File: config.mk
export PLATFORM = sky130hd
export DESIGN_NAME = mock_sram_folded
export DESIGN_NICKNAME = d
export VERILOG_FILES = /design/src/rtl/mock_sram_folded.sv
export SDC_FILE = /design/constraint.sdc
export NUM_CORES = 1
export LEC_CHECK = 0
export CORE_UTILIZATION = 45
export DETAILED_ROUTE_END_ITERATION = 8
export DONT_BUFFER_PORTS = 1
export PLACE_DENSITY_LB_ADDON = 0.25
export SYNTH_ARGS = -nofsm -noshare
export SYNTH_HDL_FRONTEND = slang
export SYNTH_SLANG_ARGS = --single-unit
File: constraint.sdc
create_clock -name clock -period 4.65 [get_ports clock]
set_input_delay 0.93 -clock clock [delete_from_list [all_inputs] [get_ports clock]]
set_output_delay 0.93 -clock clock [all_outputs]
set_load 0.02 [all_outputs]
File: src/rtl/mock_sram_folded.sv
// mock_sram_folded: behavioural stand-in for a tall 1R1W predictor SRAM.
// Folds DEPTH logical entries onto FOLD_DEPTH physical rows by XOR-ing all
// FOLD_W-bit slices of the address. Each row keeps a valid bit and the full
// address of its last writer, so reads of a row that another address
// overwrote are flagged as aliases.
// Read port: R0_en is sampled at posedge clock. The result appears on
// R0_data/R0_alias one cycle later and is held while R0_en is low.
// Write port: W0_en and W0_mask are sampled at posedge clock. Masked lanes
// take W0_data. An all-zero mask is a no-op.
// Optional feature macro: MOCK_SRAM_BYPASS_EN. When it is defined, a read and
// a write to the same row in one cycle return write-first data. When it is
// not defined, such a read returns read-first data.
module mock_sram_folded #(
    parameter int DEPTH      = 128,
    parameter int WIDTH      = 40,
    parameter int FOLD_DEPTH = 16,
    parameter int MASK_GRAN  = WIDTH,
    parameter int CNT_W      = 16,
    localparam int ADDR_W    = $clog2(DEPTH),
    localparam int LANES     = WIDTH / MASK_GRAN
) (
    input  logic              clock,
    input  logic              reset_n,
    input  logic [ADDR_W-1:0] R0_addr,
    input  logic              R0_en,
    output logic [WIDTH-1:0]  R0_data,
    output logic              R0_alias,
    input  logic [ADDR_W-1:0] W0_addr,
    input  logic              W0_en,
    input  logic [LANES-1:0]  W0_mask,
    input  logic [WIDTH-1:0]  W0_data,
    output logic [CNT_W-1:0]  alias_cnt
);
    localparam int FOLD_W = $clog2(FOLD_DEPTH);
    localparam int NSL    = (ADDR_W + FOLD_W - 1) / FOLD_W;

    // Row index: XOR of every FOLD_W-bit address slice, with the top slice zero-padded.
    function automatic logic [FOLD_W-1:0] f_fold(input logic [ADDR_W-1:0] a);
        logic [NSL*FOLD_W-1:0] p;
        logic [FOLD_W-1:0]     r;
        p = '0;
        p[ADDR_W-1:0] = a;
        r = '0;
        for (int i = 0; i < NSL; i++) begin
            r = r ^ p[i*FOLD_W +: FOLD_W];
        end
        return r;
    endfunction

    logic [WIDTH-1:0]  r_mem [FOLD_DEPTH];
    logic [ADDR_W-1:0] r_tag [FOLD_DEPTH];
    logic [FOLD_DEPTH-1:0] r_valid;
    logic [WIDTH-1:0]  r_rd_data;
    logic              r_rd_alias;
    logic [CNT_W-1:0]  r_cnt;

    logic [FOLD_W-1:0] w_rd_row;
    logic [FOLD_W-1:0] w_wr_row;
    logic              w_wr_any;
    logic [WIDTH-1:0]  w_bmask;
    logic [WIDTH-1:0]  w_arr;
    logic [WIDTH-1:0]  w_rd_data_nxt;
    logic              w_rd_alias_nxt;
    logic              w_rd_evt;
    logic              w_wr_evt;
    logic [CNT_W:0]    w_cnt_sum;

    // Address folding, lane mask expansion, read result and alias events.
    always_comb begin
        w_rd_row = f_fold(R0_addr);
        w_wr_row = f_fold(W0_addr);
        w_wr_any = W0_en && (|W0_mask);
        w_bmask  = '0;
        for (int l = 0; l < LANES; l++) begin
            w_bmask[l*MASK_GRAN +: MASK_GRAN] = {MASK_GRAN{W0_mask[l]}};
        end
        w_arr = r_valid[w_rd_row] ? r_mem[w_rd_row] : '0;
`ifdef MOCK_SRAM_BYPASS_EN
        if (w_wr_any && (w_wr_row == w_rd_row)) begin
            // Write-first: the incoming write defines the row's new contents and tag.
            w_rd_data_nxt  = (W0_data & w_bmask) | (w_arr & ~w_bmask);
            w_rd_alias_nxt = (W0_addr != R0_addr);
        end else begin
            w_rd_data_nxt  = w_arr;
            w_rd_alias_nxt = r_valid[w_rd_row] && (r_tag[w_rd_row] != R0_addr);
        end
`else
        // Read-first: pre-write state decides both data and alias.
        w_rd_data_nxt  = w_arr;
        w_rd_alias_nxt = r_valid[w_rd_row] && (r_tag[w_rd_row] != R0_addr);
`endif
        w_rd_evt  = R0_en && w_rd_alias_nxt;
        w_wr_evt  = w_wr_any && r_valid[w_wr_row] && (r_tag[w_wr_row] != W0_addr);
        w_cnt_sum = {1'b0, r_cnt} + {{CNT_W{1'b0}}, w_rd_evt} + {{CNT_W{1'b0}}, w_wr_evt};
    end

    // Data and tag arrays are not reset. The valid bits hide stale contents.
    always_ff @(posedge clock) begin
        if (w_wr_any) begin
            for (int l = 0; l < LANES; l++) begin
                if (W0_mask[l]) begin
                    r_mem[w_wr_row][l*MASK_GRAN +: MASK_GRAN] <= W0_data[l*MASK_GRAN +: MASK_GRAN];
                end
            end
            r_tag[w_wr_row] <= W0_addr;
        end
    end

    // Valid bits, registered read outputs and the saturating alias counter.
    always_ff @(posedge clock or negedge reset_n) begin
        if (!reset_n) begin
            r_valid    <= '0;
            r_rd_data  <= '0;
            r_rd_alias <= 1'b0;
            r_cnt      <= '0;
        end else begin
            if (w_wr_any) begin
                r_valid[w_wr_row] <= 1'b1;
            end
            if (R0_en) begin
                r_rd_data  <= w_rd_data_nxt;
                r_rd_alias <= w_rd_alias_nxt;
            end
            r_cnt <= w_cnt_sum[CNT_W] ? {CNT_W{1'b1}} : w_cnt_sum[CNT_W-1:0];
        end
    end

    assign R0_data   = r_rd_data;
    assign R0_alias  = r_rd_alias;
    assign alias_cnt = r_cnt;

endmodule
# After elaboration in Yosys (flattened, before gate mapping)
# Memory sizes are Yosys's and may differ from the RTL's.
# Cells that the tools add are included.
# word_totals
reg_bits	73
ram_bits	752
in_bits	59
out_inout_bits	57
mem_count	2
# op_classes
add_sub_neg	2
order_cmp	3
eq_ne	2
muxes	13
n_bitwise	3
reduce_logical	6
# mem_list
memory	words	width	rd	rd_clocked_by_memory_dff	wr	line_no	source
r_mem	16	40	1	0	1	50	logic [WIDTH-1:0] r_mem [FOLD_DEPTH];
r_tag	16	7	2	0	1	51	logic [ADDR_W-1:0] r_tag [FOLD_DEPTH];
# op_table
cell	count
$mux 40	1
$add 16x1->17	1
$add 17x1->17	1
$mux 16	1
$or 16x16->16	1
$ne 7x7->1	2
$lt 4x5->1 const B	2
$bmux 1 s4	2
$mux 1	8
$xor 4x3->4	2
$logic_and 1x1->1	6
$demux 1 s4	1
$ge 4x1->1 const B	1

# Depth between registers and ports, before layout
# Gate-level depths: netlist (run 1).
# logic_depth
word_depth	8
depth_mapped	17

# Worst setup path after synthesis (run 1)
# OpenSTA, ideal clock, no wires.
# synth_path
kind	in2reg
startpoint	input W0_addr[1]
endpoint	memory r_mem[2][0] (enable)
setup_ns	0.487
arrival_time_ns	4.926
path_slack_ns	-0.762
cell_stages	5
path_cell_list	xor2_1 buf_2 buf_2 nand4_1 nor3_1
# synth_between
elab_chain_len	1
# synth_lines
element	line_no	source
start, declared	28	input logic [ADDR_W-1:0] W0_addr,
$xor 4x3->4	45	r = r ^ p[i*FOLD_W +: FOLD_W];
end, declared	50	
# Every way passes these cells.

# Final worst setup path (run 1)
# layout_path
startpoint	input R0_addr[0]
endpoint	register r_cnt[8], in the netlist alias_cnt[8]
# layout_between
elab_chain_len	8
elab_cells_between_ends	10
# layout_lines
element	line_no	source
start, declared	24	input logic [ADDR_W-1:0] R0_addr,
$xor 4x3->4	45	
$mem_v2 16x7 or $bmux 1 s4 (tied branches)	n/a	
$ne 7x7->1 or $mux 1 (tied branches)	90	w_rd_alias_nxt = r_valid[w_rd_row] && (r_tag[w_rd_row] != R0_addr);
$logic_and 1x1->1 *	90	
$logic_and 1x1->1 *	92	w_rd_evt = R0_en && w_rd_alias_nxt;
$add 16x1->17 *	94	w_cnt_sum = {1'b0, r_cnt} + {{CNT_W{1'b0}}, w_rd_evt} + {{CNT_W{1'b0}}, w_wr_evt};
$add 17x1->17 *	94	
$mux 16 *	124	r_cnt <= w_cnt_sum[CNT_W] ? {CNT_W{1'b1}} : w_cnt_sum[CNT_W-1:0];
end signal, assigned	124	
end, declared	55	logic [CNT_W-1:0] r_cnt;
# Every way passes the cells marked *; elsewhere a longest branch is shown, timed or not. The select of a mux whose other input is x is not followed.
# A chain may end at the register's enable or synchronous reset.

==> impl_metrics.yaml, run 1 <==
layout:
  final_layout_size_suffix_gt1_share_pct: 31.1
  fillerInstances: 5561
  final_cells: 2585
  final_common_cell: "edfxtp_1"
  final_cell_mix: "edfxtp_1, mux4_2, clkbuf_16, dfrtp_1, buf_4"
  area_growth_pct: 13.8
  nets: 1624
  design_area_um2: 37200
  antenna_cells: 0
route:
  ant_nets: 0
  dr_total_vias: 15100
  wl_per_cell_um: 28.5
  first_pass_iters: 5
  wl_um: 73500
  vias_per_cell: 5.85
  drc: 0
  drt-initial-drc-count: 1233
sta:
  final_max_slew_viol_count: 0
  fin_worst_skew_ps: 26.7
  final.min_clock_period_ps: 4100
  tightest_slew_ps: 1070
  setup_slack_ps: 549
  max_freq_mhz: 244
  max_slew_margin_pct: 28.3
  setup_viol: 0
  period_share_pct: 88.2
  rsz0062_at_grt: "no"
  hold_violations: 0
cts:
  cts_num_sinks: 825
  clockBufferDepth: 3
  cts.clk_slew.worst_paths_ps: 60
  cts_tree: "done"
  htreeDepth: 3
  cts_root_buf: "clkbuf_16"
  clk-insertion-delay-late_ps: 640
  post_cts_buffers: 0
  numCtsBuffers: 86
power:
  leakagePower_nw: 12.0
  power_frac_comb_pct: 8.9
  p_clk_share_pct: 39.1
  p_int_mw: 12.9
  switchingPower_mw: 3.94
  vdd_ir_drop_max_mv: 0.282
  p_per_area_nw_per_um2: 453
  pwr-share-seq_pct: 52.0
  swShare_pct: 23.4
die:
  die_h_um: 272
  initial_core_util_pct: 45.6
  io_pins: 116
  coreArea_um2: 71700
  design.die.area_um2: 73700
  die_w_um: 272
  rows: 98
synthesis:
  synth.avg_cell_area_um2: 22.1
  syn-cell-area_um2: 32700
  seq_area_frac_synth_pct: 74.6
  async_flop_share_pct: 8.85
  synth_warnings: 0
  ys_ff_latch: 825
  syn_nets: 1542
  syn_inst: 1481
  ys.flop_type: "edfxtp_1"
  synth-edff-count: 752
  synth_cell_types: 37
place:
  place.gp.congestion: 0.804
  io_buffers: 0
  dp_hpwl_um: 38700
  place_inst: 2423
  place_area_um2: 34500
  dpl_worst_slack_ps: -153
grt:
  grt_max_degree: 83
  antenna_found_initial: 0
  overflow: 0
  grt_pass1_wl_um: 110000
  grt_pass1_vias: 16300
  grt.total_usage_pct: 20.6
setup_path:
  criticalPathCategory: "input port to flop"
  worstSetupStartpointType: "input port"
  required_ps: 5200
  worstSetupEndpointType: "flop"
  arrival_ps: 4650
  crit_fanout: 9
hold_path:
  hold_path_class: "input port to asynchronous set/reset pin"
flow_run:
  maxCapViolCount: 0
run_status:
  outcome: "finished clean"
==> stage by stage <==
stage	util, %	total power, mW	hold WS [ps]	TNS, ps
finish	51.9	16.9	188	0
global route	51.9	17.4	204	0
CTS	51.9	17.0	184	0
detailed placement	48.1	10.4	477	-1870
global placement	48.1	10.4	466	-481
floorplan	-	9.97	452	-121100
==> layer usage <==
metal / GRT usage (%) / vias to the layer above / wire, um
li1: - / 6344 / -
met1: 26.4 / 8241 / 29100
met2: 35.0 / 444 / 37800
met3: 4.70 / 98 / 4970
met4: 6.14 / 0 / 1680
met5: 0 / - / 0
==> final timing paths <==
| path | start | to | slack, ps | depth (start not counted) |
|---|---|---|---|---|
| worst max-delay path | R0_addr[0] | alias_cnt[8] | 550 | 16 |
| worst min-delay path | reset_n | alias_cnt[2] | 190 | 1 |
| worst max register to register | r_tag[1][2] | alias_cnt[8] | 940 | 15 |
| worst min register to register | r_valid[15] | r_valid[15] | 490 | 1 |
| max in group asynchronous | reset_n | R0_data[32] | 3260 | 1 |
| min in group clock | W0_data[0] | r_mem[9][0] | 380 | 0 |
==> kinds of logic after synthesis <==
kind of cell,synth area share [%]
adder cells (fa/ha/maj),0.0995
AO/OA/AOI/OAI,0.899
multiplexers,19.4
buffers and inverters,1.72
flip-flops,74.6
XOR/XNOR,0.911
AND/OR/NAND/NOR,2.29
==> Yosys cell counts, types with 3 or more instances <==
cell type	n	share of area, %
o21ai_0	42	0.64
nand2b_1	3	0.057
and3_1	6	0.11
and2_1	3	0.057
a21oi_1	3	0.046
clkbuf_1	23	0.26
nand4_1	5	0.096
xnor2_1	12	0.32
or2_2	17	0.33
nor3_1	18	0.28
nor2_1	24	0.28
xor2_1	17	0.46
nand3_1	47	0.72
buf_1	3	0.034
mux4_2	272	19
edfxtp_1	752	69
buf_2	39	0.60
mux2_2	6	0.21
inv_1	46	0.53
nand2_1	24	0.28
dfrtp_1	73	5.6
mux2i_1	16	0.49
buf_4	10	0.23
==> timing repair <==
| item | CTS | global route |
|---|---|---|
| hold endpoints to repair | 64 | 0 |
| gates resized for setup | 0 | 0 |
| hold buffers | 2 | 0 |
==> worst max-delay path: stages <==
cell     delay, ps
xor2_4         300
buf_4          290
mux4_2         510
mux2i_1        180
xnor2_1        170
nor4_1          90
a31oi_1        300
o21ai_0        210
fa_1           460
inv_1           90
ha_1           150
and3_1         230
nand2_1        100
or3_1          410
buf_4          160
o21ai_0         70
==> sequential cells by signal (all words and copies together), names as in the netlist <==
signal and cells:
r_mem 640, r_tag 112, R0_data 40, alias_cnt 16, r_valid 16, R0_alias 1
==> power groups by stage <==
stage	registers [mW]	clock network, mW	logic [mW]
after floorplan	8.83	0	1.14
final	8.76	6.59	1.51
after global placement	8.91	0	1.51
after global routing	8.80	6.96	1.64
after detailed placement	8.92	0	1.52
after CTS	8.77	6.70	1.54
==> final cells by class <==
| cell class | count | area [um2] | share of cell area (%) |
|---|---|---|---|
| timing repair buffer | 71 | 793 | 2.13 |
| clock buffer | 119 | 2370 | 6.36 |
| sequential | 825 | 24400 | 65.6 |
| clock inverter | 41 | 342 | 0.918 |
| tap | 950 | 1190 | 3.19 |
| inverter | 46 | 173 | 0.464 |
| multi-input combinational | 533 | 7950 | 21.3 |
Note: power is estimated with default switching activity, not from simulation.
==> run 2: changes to the inputs <==
--- a/config.mk
+++ b/config.mk
@@ -5,7 +5,8 @@
 export SDC_FILE = /design/constraint.sdc
 export NUM_CORES = 1
 export LEC_CHECK = 0
-export CORE_UTILIZATION = 45
+export CORE_ASPECT_RATIO = 2
+export CORE_UTILIZATION = 57
 export DETAILED_ROUTE_END_ITERATION = 8
 export DONT_BUFFER_PORTS = 1
 export PLACE_DENSITY_LB_ADDON = 0.25
==> constraint.sdc (replaced) <==
create_clock -name clock -period 3.4 [get_ports clock]
set_input_delay 0.68 -clock clock [delete_from_list [all_inputs] [get_ports clock]]
set_output_delay 0.68 -clock clock [all_outputs]
set_load 0.02 [all_outputs]
==> impl_metrics.yaml, run 2 (synthesis gave the netlist of run 1 again) <==
setup_path:
  path_cells: "xor2_4 > buf_12 > buf_4 > mux4_2 > and2_1 > a211oi_2 > buf_4 > a21oi_1 > nor4_4 > a21o_1 > fa_2 > inv_2 > ha_4 > and3_4 > and2_4 > nand4_1 > mux2_4"
  worst_r2r_path_depth: 12
  required_ps: 3880
  path_buf_inv: 4
  cpMostUsedCell: "buf_4"
  worstSetupEndpointType: "flop"
  slowest_stage: "mux4_2"
  startpoint: "W0_addr[0]"
  criticalPathCategory: "input port to flop"
  crit_fanout: 19
  arrival_ps: 4210
  worstSetupStartpointType: "input port"
  rr_startpoint: "r_tag[3][0]"
  worst-path-stages: 17
  critical-path-max-stage-delay_ps: 530
  cp_top_family: "simple AND/OR/NAND/NOR gates"
sta:
  setup_viol: 16
  hold_violations: 0
  tightest_slew_ps: 1190
  setup_slack_ps: -331
  period_share_pct: 110
  max_slew_margin_pct: 20.4
  max_freq_mhz: 268
  hold-worst-slack_ps: 174
  final.min_clock_period_ps: 3730
  fin_worst_skew_ps: 12.2
  final_max_slew_viol_count: 0
  rsz0062_at_grt: "yes"
  setup_tns_ps: -3870
die:
  die_w_um: 171
  design.die.area_um2: 58400
  initial_core_util_pct: 57.9
  io_pins: 116
  coreArea_um2: 56500
  die_h_um: 341
  rows: 123
layout:
  finalCoreUtilization_pct: 65.5
  design_area_um2: 37000
  final_cell_mix: "edfxtp_1, mux4_2, buf_4, dfrtp_1, clkbuf_16"
  largest_reg_flops: 640
  antenna_cells: 0
  nets: 1649
  fillerInstances: 3643
  area_growth_pct: 13.2
  final_common_cell: "edfxtp_1"
  largest-register: "r_mem"
  final_layout_size_suffix_gt1_share_pct: 34.2
route:
  drc: 0
  wl_per_cell_um: 31.6
  wl_um: 75500
  first_pass_iters: 5
  drt-initial-drc-count: 1439
  dr_total_vias: 15700
  ant_nets: 0
  vias_per_cell: 6.57
hold_path:
  hold_depth: 0
  hold_path_class: "input port to flop"
  worstHoldStart: "W0_data[6]"
power:
  vdd_ir_drop_max_mv: 0.370
  leakagePower_nw: 12.0
  p_per_area_nw_per_um2: 596
  p_total_mw: 22.1
grt:
  overflow: 0
  antenna_found_initial: 0
  grt_pass1_vias: 17000
  grt_max_degree: 83
  grt.total_usage_pct: 27.2
  grt_pass1_wl_um: 111000
cts:
  cts.clk_slew.worst_paths_ps: 70
  clockBufferDepth: 3
  htreeDepth: 3
  numCtsBuffers: 70
  clk-insertion-delay-late_ps: 590
  cts_root_buf: "clkbuf_16"
  cts_tree: "done"
  cts_num_sinks: 825
place:
  place.gp.congestion: 0.872
  place_area_um2: 34600
  dp_hpwl_um: 42300
  io_buffers: 0
run_status:
  outcome: "complete, but fails checks"
  violations: "negative setup slack"
flow_run:
  maxCapViolCount: 0
-- run 2: cell count changes in the layout (fill, tap and decap cells not counted), moves of 4 or more --
| cell | delta |
|---|---|
| xor2_1 | -5 |
| clkinvlp_4 | +5 |
| and3_1 | -4 |
| nor3_2 | -5 |
| clkbuf_1 | -11 |
| and3_4 | +4 |
| buf_4 | +33 |
| nand2_1 | -4 |
| clkbuf_16 | -15 |
| clkinv_1 | -9 |
| xor2_2 | +5 |
| nor3_4 | +4 |
-- run 2: worst register-to-register path, stage by stage, from the launching register on --
cell	delay, ps
edfxtp_1	410
mux4_2	510
mux4_2	490
xor2_2	180
nor4_4	460
a21o_1	220
fa_2	250
inv_2	60
ha_4	160
and3_4	170
and2_4	160
nand4_1	110
mux2_4	320
-- run 2: timing repair --
| item | 4_1_cts | 5_1_grt |
|---|---|---|
| buffers inserted | 6 | 1 |
| gates cloned | 2 | 0 |
| endpoints found under the hold margin | 73 | 0 |
| gates resized for setup | 17 | 10 |
| setup endpoints to repair | 23 | 23 |
| hold buffers | 2 | 0 |
| pin swaps | 2 | 6 |
-- run 2: final timing paths --
kind / to / slack, ps
worst min-delay path: r_mem[15][6] / 170
worst min register to register: r_valid[10] / 490
max in group asynchronous: R0_data[10] / 2270
worst max register to register: alias_cnt[12] / -200
worst max-delay path: alias_cnt[12] / -330
min in group asynchronous: R0_data[31] / 670
-- run 2: area by class of cell --
cell class	instances	area [um2]	share of cell area [%]
clock buffers	90	1910	5.16
flip-flops and latches	825	24400	65.9
multi-input cells	534	8140	22.0
well taps	750	938	2.53
clock inverters	36	307	0.828
inverters	46	173	0.466
repair buffers	111	1140	3.09
-- run 2: power by group --
part	switching [mW]	total (mW)	internal [mW]	leakage [nW]
combinational	1.09	2.22	1.13	3.23
sequential	0.530	12.0	11.5	7.70
clock	3.53	7.84	4.31	1.08
-- run 2: metrics by stage --
step,setup slack [ps],instances
after floorplan,-585,1481
after global placement,-866,2257
after detailed placement,-900,2257
after CTS,-250,2392
after global routing,-364,2392
final,-331,2392
-- run 2: metal layers --
metal  track usage [%]  up-vias  wire length (um)
li1                  -     6366                 -
met1              31.9     8440             25800
met2              47.1      708             40300
met3              5.93      194              5740
met4              13.4        0              3640
met5                 0        -                 0
==> run 3: changes to the inputs <==
--- a/config.mk
+++ b/config.mk
@@ -6,6 +6,7 @@
 export NUM_CORES = 1
 export LEC_CHECK = 0
 export CORE_ASPECT_RATIO = 2
+export CORE_MARGIN = 2
 export CORE_UTILIZATION = 57
 export DETAILED_ROUTE_END_ITERATION = 8
 export DONT_BUFFER_PORTS = 1
==> impl_metrics.yaml, run 3 (synthesis gave the netlist of run 1 again) <==
sta:
  hold-worst-slack_ps: 153
  final.min_clock_period_ps: 3620
  setup_viol: 16
  rsz0062_at_grt: "yes"
  setup_tns_ps: -3010
  max_freq_mhz: 276
  tightest_slew_ps: 795
  period_share_pct: 106
  final_max_slew_viol_count: 0
  max_slew_margin_pct: 47.0
  fin_worst_skew_ps: 22.2
  setup_slack_ps: -221
  hold_violations: 0
layout:
  final_common_cell: "edfxtp_1"
  largest_reg_flops: 640
  largest-register: "r_mem"
  final_layout_size_suffix_gt1_share_pct: 33.4
  antenna_cells: 0
  final_cells: 2389
  area_growth_pct: 12.9
  final_cell_mix: "edfxtp_1, mux4_2, dfrtp_1, clkbuf_16, buf_4"
  fillerInstances: 3688
  nets: 1642
  design_area_um2: 36900
grt:
  grt_pass1_wl_um: 110000
  antenna_found_initial: 0
  grt_max_degree: 83
  grt_pass1_vias: 16700
  overflow: 0
  grt.total_usage_pct: 25.7
setup_path:
  worstSetupStartpointType: "input port"
  criticalPathCategory: "input port to flop"
  path_cells: "xor2_4 > buf_6 > buf_12 > buf_8 > mux4_2 > mux4_2 > xor2_2 > nor3_2 > a21o_1 > fa_2 > inv_2 > ha_4 > and3_4 > buf_6 > nand2_4 > or3_4 > o21ai_1"
  crit_fanout: 19
  arrival_ps: 4160
  rr_startpoint: "r_tag[11][0]"
  worstSetupEndpointType: "flop"
  cp_top_family: "multiplexers"
  timing.rr.end: "alias_cnt[12]"
  r2r_setup_slack_ps: -100
  worst_r2r_path_depth: 12
  slowest_stage: "mux4_2"
  required_ps: 3940
  path_buf_inv: 5
  critical-path-max-stage-delay_ps: 490
hold_path:
  worstHoldStart: "W0_data[32]"
  hold_depth: 0
  hold_path_class: "input port to flop"
  hold_end: "r_mem[0][32]"
die:
  initial_core_util_pct: 57.4
  die_h_um: 343
  die_w_um: 173
  io_pins: 116
  coreArea_um2: 56900
  design.die.area_um2: 59400
  rows: 124
cts:
  cts_tree: "done"
  clk-insertion-delay-late_ps: 620
  numCtsBuffers: 71
  cts_root_buf: "clkbuf_16"
  cts.clk_slew.worst_paths_ps: 80
  cts_num_sinks: 825
  clockBufferDepth: 3
  htreeDepth: 3
run_status:
  violations: "negative setup slack"
  outcome: "complete, but fails checks"
route:
  vias_per_cell: 6.49
  wl_um: 74100
  dr_total_vias: 15500
  wl_per_cell_um: 31.0
  ant_nets: 0
  drt-initial-drc-count: 1559
  drc: 0
  first_pass_iters: 5
place:
  dp_hpwl_um: 41400
  io_buffers: 0
  dpl_worst_slack_ps: -920
  place_inst: 2252
  place_area_um2: 34500
  place.gp.congestion: 0.871
flow_run:
  maxCapViolCount: 0
power:
  leakagePower_nw: 11.9
  pwr-share-seq_pct: 55.0
  p_int_mw: 16.7
  p_clk_share_pct: 34.9
  swShare_pct: 23.4
  power_frac_comb_pct: 10.1
  vdd_ir_drop_max_mv: 0.450
  p_per_area_nw_per_um2: 590
  switchingPower_mw: 5.09
==> run 3: worst max-delay path by stage <==
| stage | cells past startpoint | slack, ps | end | start |
|---|---|---|---|---|
| 5_1_grt | 17 | -320 | alias_cnt[8] | W0_addr[4] |
| 6_report | 17 | -220 | alias_cnt[8] | W0_addr[4] |
| 4_1_cts | 16 | -180 | alias_cnt[8] | W0_addr[0] |
| 3_5_place_dp | 16 | -920 | alias_cnt[8] | W0_addr[4] |
| 3_3_place_gp | 16 | -880 | alias_cnt[8] | W0_addr[4] |
| 2_1_floorplan | 4 | -590 | r_mem[12][0] | W0_addr[6] |
==> run 3: what timing repair did <==
item / 4_1_cts / 5_1_grt
cloned: 2 / 1
endpoints found under the hold margin: 73 / 0
pin swaps: 1 / 4
endpoints found under the setup margin: 22 / 16
resized for setup: 14 / 20
buffers inserted: 3 / 7
hold buffers: 2 / 0
==> run 3: power by group through the flow <==
stage	Sequential (mW)	Clock, mW	Combinational, mW
finish	12.0	7.60	2.21
CTS	12.0	7.71	2.21
detailed placement	12.2	0	2.14
floorplan	12.1	0	1.59
global route	12.0	8.07	2.37
global placement	12.2	0	2.13
==> run 3: per-layer routing <==
| metal | global-route usage (%) | vias to the layer above | share of wire, % |
|---|---|---|---|
| met5 | 0 | - | 0 |
| met4 | 11.5 | 0 | 4.4 |
| met3 | 5.12 | 177 | 6.5 |
| met2 | 44.9 | 629 | 54 |
| met1 | 31.1 | 8352 | 35 |
| li1 | - | 6352 | - |
==> run 3: layout make-up <==
cell class,count,area [um2],area share [%]
multi-input combinational,534,8130,22.0
sequential,825,24400,66.1
timing repair buffer,103,1130,3.06
tap,756,946,2.56
inverter,46,173,0.468
clock inverter,29,191,0.519
clock buffer,96,1930,5.23
==> run 3: through the flow <==
step / power [mW] / util (%)
3_3_place_gp: 14.3 / 60.6
2_1_floorplan: 13.7 / -
6_report: 21.8 / 64.8
4_1_cts: 21.9 / 64.6
3_5_place_dp: 14.3 / 60.6
5_1_grt: 22.4 / 64.8
==> run 3: worst register-to-register path, delay by kind of cell, from the launching register on <==
kind,cells,cell delay (ps)
DFF,1,400
xor gates and xnor gates,1,190
AOI/OAI and AO/OA,1,210
muxes,3,1330
adders and majority gates,2,400
and+or+nand+nor,4,810
buffers and inverters,1,60
